### config.mk
export PLATFORM = sky130hd
export DESIGN_NAME = acumulador_nota
export DESIGN_NICKNAME = d
export VERILOG_FILES = /design/src/rtl/acumulador_pkg.sv /design/src/rtl/calc_nota.sv /design/src/rtl/acumulador_nota.sv
export SDC_FILE = /design/constraint.sdc
export NUM_CORES = 1
export LEC_CHECK = 0
export CAP_MARGIN = 25
export CELL_PAD_IN_SITES_DETAIL_PLACEMENT = 1
export CELL_PAD_IN_SITES_GLOBAL_PLACEMENT = 1
export CORE_ASPECT_RATIO = 0.6
export CORE_MARGIN = 10
export CORE_UTILIZATION = 34
export CTS_CLUSTER_DIAMETER = 100
export CTS_CLUSTER_SIZE = 25
export DETAILED_ROUTE_END_ITERATION = 7
export PLACE_DENSITY_LB_ADDON = 0.25
export SLEW_MARGIN = 20
export SYNTH_ARGS = -nofsm -noshare
export SYNTH_HDL_FRONTEND = slang
export SYNTH_HIERARCHICAL = 1
export SYNTH_SLANG_ARGS = --single-unit
### constraint.sdc
create_clock -name clock -period 4.7 [get_ports clock]
set_input_delay 1.41 -clock clock [delete_from_list [all_inputs] [get_ports clock]]
set_output_delay 1.41 -clock clock [all_outputs]
set_load 0.005 [all_outputs]
### src/rtl/acumulador_pkg.sv
// Shared definitions for the acumulador_nota scoring block.
// Contents: FSM state codes (OCIOSO, MEDINDO, FIM) and a width helper
// used to size the score, total and round-count buses.
package acumulador_pkg;

  localparam logic [1:0] OCIOSO  = 2'd0;
  localparam logic [1:0] MEDINDO = 2'd1;
  localparam logic [1:0] FIM     = 2'd2;

  // Bits needed to hold values 0..v-1; never returns 0 so a bus always exists.
  function automatic int largura_para(input int v);
    int r;
    r = 1;
    for (int k = 1; k < 31; k++) begin
      if ((1 << k) < v) r = k + 1;
    end
    return r;
  endfunction

endpackage

### src/rtl/calc_nota.sv
// Per-round score: nota = NOTA_MAX - |ideal - sensor|, saturating at 0.
// Ports: sensor/ideal (LARGURA) in; nota (WN) out; exato high when sensor == ideal.
// Purely combinational.
module calc_nota
  import acumulador_pkg::*;
#(
  parameter int LARGURA  = 4,
  parameter int NOTA_MAX = 10,
  localparam int WN = largura_para(NOTA_MAX + 1)
) (
  input  logic [LARGURA-1:0] sensor,
  input  logic [LARGURA-1:0] ideal,
  output logic [WN-1:0]      nota,
  output logic               exato
);

  logic [LARGURA-1:0] diff;

  always_comb begin
    // Subtract the smaller from the larger so the magnitude never wraps.
    if (ideal >= sensor) diff = ideal - sensor;
    else                 diff = sensor - ideal;

    if (int'(diff) >= NOTA_MAX) nota = '0;
    else                        nota = WN'(NOTA_MAX - int'(diff));

    exato = (diff == '0);
  end

endmodule

### src/rtl/acumulador_nota.sv
// Match scorer: accumulates per-round scores over RODADAS rounds.
// Ports: clock, reset (sync, active-high); iniciar/enable/sensor/ideal in;
// nota, nota_valida, total, melhor, acertos, rodada, pronto out (all registered, 1-cycle latency).
module acumulador_nota
  import acumulador_pkg::*;
#(
  parameter int LARGURA  = 4,
  parameter int NOTA_MAX = 10,
  parameter int RODADAS  = 4,
  localparam int WN = largura_para(NOTA_MAX + 1),
  localparam int WT = largura_para(RODADAS * NOTA_MAX + 1),
  localparam int WR = largura_para(RODADAS + 1)
) (
  input  logic               clock,
  input  logic               reset,
  input  logic               iniciar,
  input  logic               enable,
  input  logic [LARGURA-1:0] sensor,
  input  logic [LARGURA-1:0] ideal,
  output logic [WN-1:0]      nota,
  output logic               nota_valida,
  output logic [WT-1:0]      total,
  output logic [WN-1:0]      melhor,
  output logic [WR-1:0]      acertos,
  output logic [WR-1:0]      rodada,
  output logic               pronto
);

  logic [1:0]    state_q, state_d;
  logic [WN-1:0] nota_q, nota_d;
  logic          nota_valida_q, nota_valida_d;
  logic [WT-1:0] total_q, total_d;
  logic [WN-1:0] melhor_q, melhor_d;
  logic [WR-1:0] acertos_q, acertos_d;
  logic [WR-1:0] rodada_q, rodada_d;

  logic [WN-1:0] nota_rodada;
  logic          exato;

  calc_nota #(
    .LARGURA  (LARGURA),
    .NOTA_MAX (NOTA_MAX)
  ) u_calc_nota (
    .sensor (sensor),
    .ideal  (ideal),
    .nota   (nota_rodada),
    .exato  (exato)
  );

  always_comb begin
    state_d       = state_q;
    nota_d        = nota_q;
    nota_valida_d = 1'b0;
    total_d       = total_q;
    melhor_d      = melhor_q;
    acertos_d     = acertos_q;
    rodada_d      = rodada_q;

    // iniciar wins over enable in every state: the sample of that cycle is dropped.
    if (iniciar) begin
      state_d   = MEDINDO;
      nota_d    = '0;
      total_d   = '0;
      melhor_d  = '0;
      acertos_d = '0;
      rodada_d  = '0;
    end else begin
      case (state_q)
        MEDINDO: begin
          if (enable) begin
            nota_d        = nota_rodada;
            nota_valida_d = 1'b1;
            total_d       = total_q + WT'(nota_rodada);
            if (nota_rodada > melhor_q) melhor_d = nota_rodada;
            if (exato) acertos_d = acertos_q + WR'(1);
            rodada_d = rodada_q + WR'(1);
            // The final round closes the match on the same edge it is scored.
            if (rodada_q + WR'(1) == WR'(RODADAS)) state_d = FIM;
          end
        end
        OCIOSO, FIM: ;
        default: state_d = OCIOSO;
      endcase
    end
  end

  always_ff @(posedge clock) begin
    if (reset) begin
      state_q       <= OCIOSO;
      nota_q        <= '0;
      nota_valida_q <= 1'b0;
      total_q       <= '0;
      melhor_q      <= '0;
      acertos_q     <= '0;
      rodada_q      <= '0;
    end else begin
      state_q       <= state_d;
      nota_q        <= nota_d;
      nota_valida_q <= nota_valida_d;
      total_q       <= total_d;
      melhor_q      <= melhor_d;
      acertos_q     <= acertos_d;
      rodada_q      <= rodada_d;
    end
  end

  assign nota        = nota_q;
  assign nota_valida = nota_valida_q;
  assign total       = total_q;
  assign melhor      = melhor_q;
  assign acertos     = acertos_q;
  assign rodada      = rodada_q;
  assign pronto      = (state_q == FIM);

endmodule

# After elaboration in Yosys (flattened, before gate mapping)
# Index checks and enable logic that the tools add are counted.
[totals]
in_bits = 12
reg_bits = 23
elab_cells = 44
out_inout_bits = 22
[classes]
n_reduce_logical = 10
n_lt_le_gt_ge = 3
n_bitwise = 2
n_addsub = 6
mux = 7
n_eq_ne = 8
[op_table]
columns = ["operator", "count"]
rows = [
  ["$reduce_and 3->1", 4],
  ["$mux 4", 2],
  ["$sub 4x4->4", 2],
  ["$add 3x1->3 const B", 2],
  ["$add 6x4->6", 1],
  ["$ne 2x2->1 const B", 3],
  ["$ne 3x3->1 const B", 2],
  ["$ge 4x4->1", 1],
  ["$ge 4x4->1 const B", 1],
  ["$gt 4x4->1", 1],
  ["$logic_not 4->1", 1],
  ["$mux 2", 2],
  ["$pmux 2 s2", 1],
  ["$reduce_or 2->1", 2],
  ["$sub 4x4->4 const A", 1],
  ["$eq 3x3->1 const B", 1],
  ["$reduce_or 3->1", 1],
  ["$eq 2x1->1 const B", 1],
  ["$eq 2x2->1 const B", 1],
  ["$logic_not 2->1", 1],
  ["$mux 1", 2],
  ["$not 1->1", 2],
  ["$reduce_and 2->1", 1],
]

# Depth between registers and ports, before layout
[depth]
word_depth = 6
ltp_mapped = 18
mapped_depth_nobuf = 18

# Modules after synthesis
# The synthesis kept the hierarchy.
[by_module_without_submodules]
columns = ["module", "seq_area_each_um2", "cells_each", "area_per_inst_um2", "n_inst"]
rows = [
  ["acumulador_nota", 460.4, 129, 1151.1, 1],
  ["calc_nota", 0.0, 57, 417.9, 1],
]

# Least setup slack after synthesis
# OpenSTA, ideal clock, no wires.
[synth_path]
path_type = "input -> register"
startpoint = "in ideal[0]"
endpoint = "reg melhor_q[0] (netlist: melhor[0])"
t_arrival_ps = 4406
stages = 16
slack_ps = 223
n_path_buf = 0
setup_time_ps = 72
required_ps = 4628
path_cell_list = "inv_1 -> ha_1 -> inv_1 -> fa_1 -> a21oi_1 -> o21ai_2 -> mux2i_1 -> inv_1 -> ha_1 -> or4b_1 -> mux2i_1 -> ha_1 -> nand4_1 -> nand2_4 -> a21oi_4 -> mux2i_1"
[synth_via]
elab_chain_cells = 6
elab_cells_between_ends = 9
classes_between = "add/sub (3); order compare (3); mux (2); reduce/logical (1)"
[synth_rtl]
columns = ["element", "line", "source"]
rows = [
  ["start, declared", "acumulador_nota.sv:19", "input logic [LARGURA-1:0] ideal,"],
  ["$sub 4x4->4, or another cell as far along", "calc_nota.sv:22", "else diff = sensor - ideal;"],
  ["$mux 4 *", "calc_nota.sv:21", "if (ideal >= sensor) diff = ideal - sensor;"],
  ["$sub 4x4->4 or $ge 4x4->1 (tied branches)", "calc_nota.sv:25, calc_nota.sv:24", ""],
  ["$mux 4 *", "calc_nota.sv:24", "if (int'(diff) >= NOTA_MAX) nota = '0;"],
  ["via nota_rodada[3]", "acumulador_nota.sv:37", "logic [WN-1:0] nota_rodada;"],
  ["$gt 4x4->1 *", "acumulador_nota.sv:74", "if (nota_rodada > melhor_q) melhor_d = nota_rodada;"],
  ["$reduce_and 3->1 (no source line) *", "n/a", ""],
  ["end signal, assigned", "acumulador_nota.sv:101", "melhor_q <= melhor_d;"],
  ["end, declared", "acumulador_nota.sv:33", "logic [WN-1:0] melhor_q, melhor_d;"],
]
# The timed path passes the listed nets; every way through them passes the cells marked *.
# A chain may end at the register's enable or synchronous reset.

# Final worst setup path
[layout_path]
startpoint = "in sensor[1]"
endpoint = "reg total_q[5] (netlist: total[5])"
[layout_via]
elab_chain_cells = 5
elab_cells_between_ends = 8
classes_between = "add/sub (4); order compare (2); mux (2)"
[layout_rtl]
columns = ["element", "line", "source"]
rows = [
  ["start, declared", "acumulador_nota.sv:18", "input logic [LARGURA-1:0] sensor,"],
  ["$sub 4x4->4, or another cell as far along", "calc_nota.sv:22", ""],
  ["$mux 4 *", "calc_nota.sv:21", ""],
  ["$sub 4x4->4 or $ge 4x4->1 (tied branches)", "calc_nota.sv:25, calc_nota.sv:24", ""],
  ["$mux 4 *", "calc_nota.sv:24", ""],
  ["via nota_rodada[3]", "acumulador_nota.sv:37", ""],
  ["$add 6x4->6 *", "acumulador_nota.sv:73", "total_d = total_q + WT'(nota_rodada);"],
  ["end signal, assigned", "acumulador_nota.sv:100", "total_q <= total_d;"],
  ["end, declared", "acumulador_nota.sv:32", "logic [WT-1:0] total_q, total_d;"],
]
# Marks and branches as above.

==> metrics.md <==
| Metric | Value |
|---|---|
| Status | `finished clean` |
| Clock Skew | `6.52 ps` |
| Worst slew margin | `52.7%` |
| Full die area | `0.00782 mm^2` |
| Area delta synth->final | `42.3%` |
| Fin. max-slew vios | `0` |
| I/O Pins | `34` |
| RSZ-0062 raised after global routing | `no` |
| Number of synthesized register bits | `23` |
| Overall global routing resource usage | `11.8%` |
| Fmax | `226 MHz` |
| CTS tree | `built` |
| EDFF count, synth | `0` |
| Hold Path Sink | `nota[1]$_SDFFE_PP0P_` |
| Cell Rows | `19` |
| Fin. Hold Viols | `0` |
| Initial detailed-routing violation count | `32` |
| Tcrit/Tclk final | `between 90% and 100%` |
| Die Span Y | `roughly 73 um` |
| Pre-antenna DRT Iters | `4` |
| Vias in the first global route | `1503` |
| Die Wd | `roughly 110 um` |
| Initial core utilization | `34.7%` |
| WL final | `~4600 um` |
| Final WS setup | `283 ps` |
| Most common cell in the netlist | `nand2_1` |
| Synth cell count leaders | `29 x nand2_1, 23 x dfxtp_1, 20 x ha_1` |
| Final setup viols | `0` |
| Gp weighted congestion | `0.838` |
| Post-place setup slack | `-324 ps` |
| Largest net degree at the start of global routing | `18` |
| Net count, final | `280` |
| Async set-reset flop share out of synthesis | `0%` |
| DRC viols | `0` |
| Via density | `4.89` |
| Worst Setup End Kind | `flip-flop` |
| Max Root-Sink Buffers | `2` |
| Clock-pin slew on the worst setup and hold paths | `90 ps` |
| Ys flop type | `dfxtp_1` |
| Worst hold start | `nota[1]$_SDFFE_PP0P_` |
| Leakage power | `0.963 nW` |
| Number of antenna repair diodes | `0` |
| Mean routed wirelength per cell | `15.1 um` |
| Clk Latency, worst-skew pair | `270 ps` |
| DP HPWL | `3660 um` |
| Total gr overflow | `0` |
| Cell taking the most area after synthesis | `dfxtp_1` |
| Worst Hold Class | `reg2reg` |
| Reg2reg path depth | `6` |
| Root buf cell | `clkbuf_8` |
| Core footprint | `roughly 0.0045 mm^2` |
| Fillers | `546` |
| Worst Path Arrival | `between 4000 and 5000 ps` |
| Worst R2R End | `total[4]$_SDFFE_PP0P_` |
| Share of post-route cells with drive strength above 1 | `17.2%` |
| Reg2reg start | `total[0]$_SDFFE_PP0P_` |
| Peak VDD IR | `111 uV` |
| Worst R2R Setup Slack | `3090 ps` |
| Initial antenna violation count | `0` |
| Vias | `1500` |
| Startpoint types | `primary input` |
| Yosys warns | `6` |
| Max Cap Violations | `0` |
| Antenna-violating nets left | `0` |
| Port Buffer Count | `33` |
| Hold path depth | `2` |
| Syn Nets | `~220` |
| CTS sink cnt | `23` |
| Synth cell types | `37` |
| Synth Instances | `around 190` |
| Hold_buf cts | `0` |
| CP Max Fanout | `4` |
| Util after Layout | `about half` |
| Num CTS Buffers | `3` |
| Sequential area share after synthesis | `29.3%` |
| Req. time, crit path | `between 4000 and 5000 ps` |
| Mean Syn Cell Area | `8.44 um^2` |
| P per Cell Area | `252 mW/mm^2` |
| Mapped Area | `0.00157 mm^2` |
| Tmin final | `~4400 ps` |
| Top post-synthesis cells by area | `dfxtp_1 29%, ha_1 16%, nand2_1 6.9%` |
| First-pass GRT wire length | `7680 um` |
| Setup CP Type | `in2reg` |
| Slew @ Worst Pin | `710 ps` |
| Synth top area share | `29.3%` |
| Htree depth | `1` |
## where the power goes
group / switching, mW / total (mW) / internal (mW)
Clock: 0.0665 / 0.127 / 0.0607
Sequential: 0.00361 / 0.202 / 0.199
Combinational: 0.118 / 0.233 / 0.115
## stage by stage
step	cell area [um^2]	setup TNS, ps	hold slack [ps]	cells	power [mW]
after floorplan	1570	0	453	186	0.329
after global placement	2110	-1340	450	299	0.413
after detailed placement	2110	-1920	457	299	0.418
after CTS	2160	0	470	303	0.548
after global routing	2230	0	502	307	0.599
final	2230	0	463	307	0.562
## how the worst max path moves through the flow
| stage | from | to | slack, ps | cells past startpoint |
|---|---|---|---|---|
| floorplan | ideal[0] | melhor[0]$_SDFFE_PP0P_ | 220 | 16 |
| global placement | sensor[0] | melhor[0]$_SDFFE_PP0P_ | -240 | 17 |
| detailed placement | sensor[0] | melhor[0]$_SDFFE_PP0P_ | -320 | 17 |
| CTS | sensor[0] | melhor[3]$_SDFFE_PP0P_ | 3 | 17 |
| global route | sensor[3] | melhor[3]$_SDFFE_PP0P_ | 90 | 16 |
| finish | sensor[1] | total[5]$_SDFFE_PP0P_ | 280 | 16 |
## logic make-up (layout without fill, tap and decap cells)
logic type      after synthesis  count (layout)  share of synthesized area (%)
simple gates                 60              60                           17.5
compound gates               42              42                           17.9
fa+ha+maj                    23              23                           19.8
flops                        23              23                           29.3
buf+inv                      23              81                           6.46
mux                           8               8                           5.10
xor+xnor                      7               7                           3.91
## flip-flops by register name, indices dropped and copies added, names as in the netlist
| register | flops |
|---|---|
| nota | 4 |
| total | 6 |
| nota_valida | 1 |
| state_q | 2 |
| rodada | 3 |
| melhor | 4 |
| acertos | 3 |
## cells in the final DEF (no fill, tap or decap), types with 2 or more instances in the layout
master	instances
fa_1	2
ha_1	16
nand3_1	6
ha_2	2
buf_4	26
a21oi_4	2
a21o_1	4
inv_1	18
clkdlybuf4s50_1	31
nand2_1	29
o21ai_0	5
xor2_1	4
o21ai_1	2
dlymetal6s2s_1	2
a21oi_1	14
dfxtp_1	23
nor2_1	13
or3_1	2
a211oi_1	3
o211ai_1	3
xnor2_1	3
ha_4	2
clkbuf_8	3
nor2b_1	2
a31oi_1	3
mux2i_1	8
## repair_timing
action | CTS | global route
setup endpoints to repair | 5 | 7
pin swaps | 0 | 5
buffers inserted | 0 | 3
resized for setup | 1 | 9
## critical path: stages
cell,delay (ps)
clkdlybuf4s50_1,470
inv_1,70
fa_2,380
a21oi_4,150
o21ai_2,70
mux2i_1,190
inv_1,70
ha_2,190
or4b_1,460
mux2i_1,160
buf_4,170
ha_4,210
o21ai_1,70
nor2_1,70
o211ai_1,230
mux2i_1,230
## routing by layer
| layer | track usage, % | up-vias | part of all wire [%] |
|---|---|---|---|
| li1 | - | 752 | - |
| met1 | 15.8 | 717 | 49 |
| met2 | 18.8 | 25 | 45 |
| met3 | 3.17 | 6 | 4.4 |
| met4 | 2.21 | 0 | 1.1 |
| met5 | 0 | - | 0 |
## final cells by class
class	count	area (um^2)	share of cell area (%)
clock buffer	4	45.0	2.02
inverter	18	67.6	3.03
multi-input combinational	140	1050	47.1
sequential	23	460	20.6
tap	63	78.8	3.53
timing repair buffer	59	531	23.8
Power figures use the tool's default switching activity.
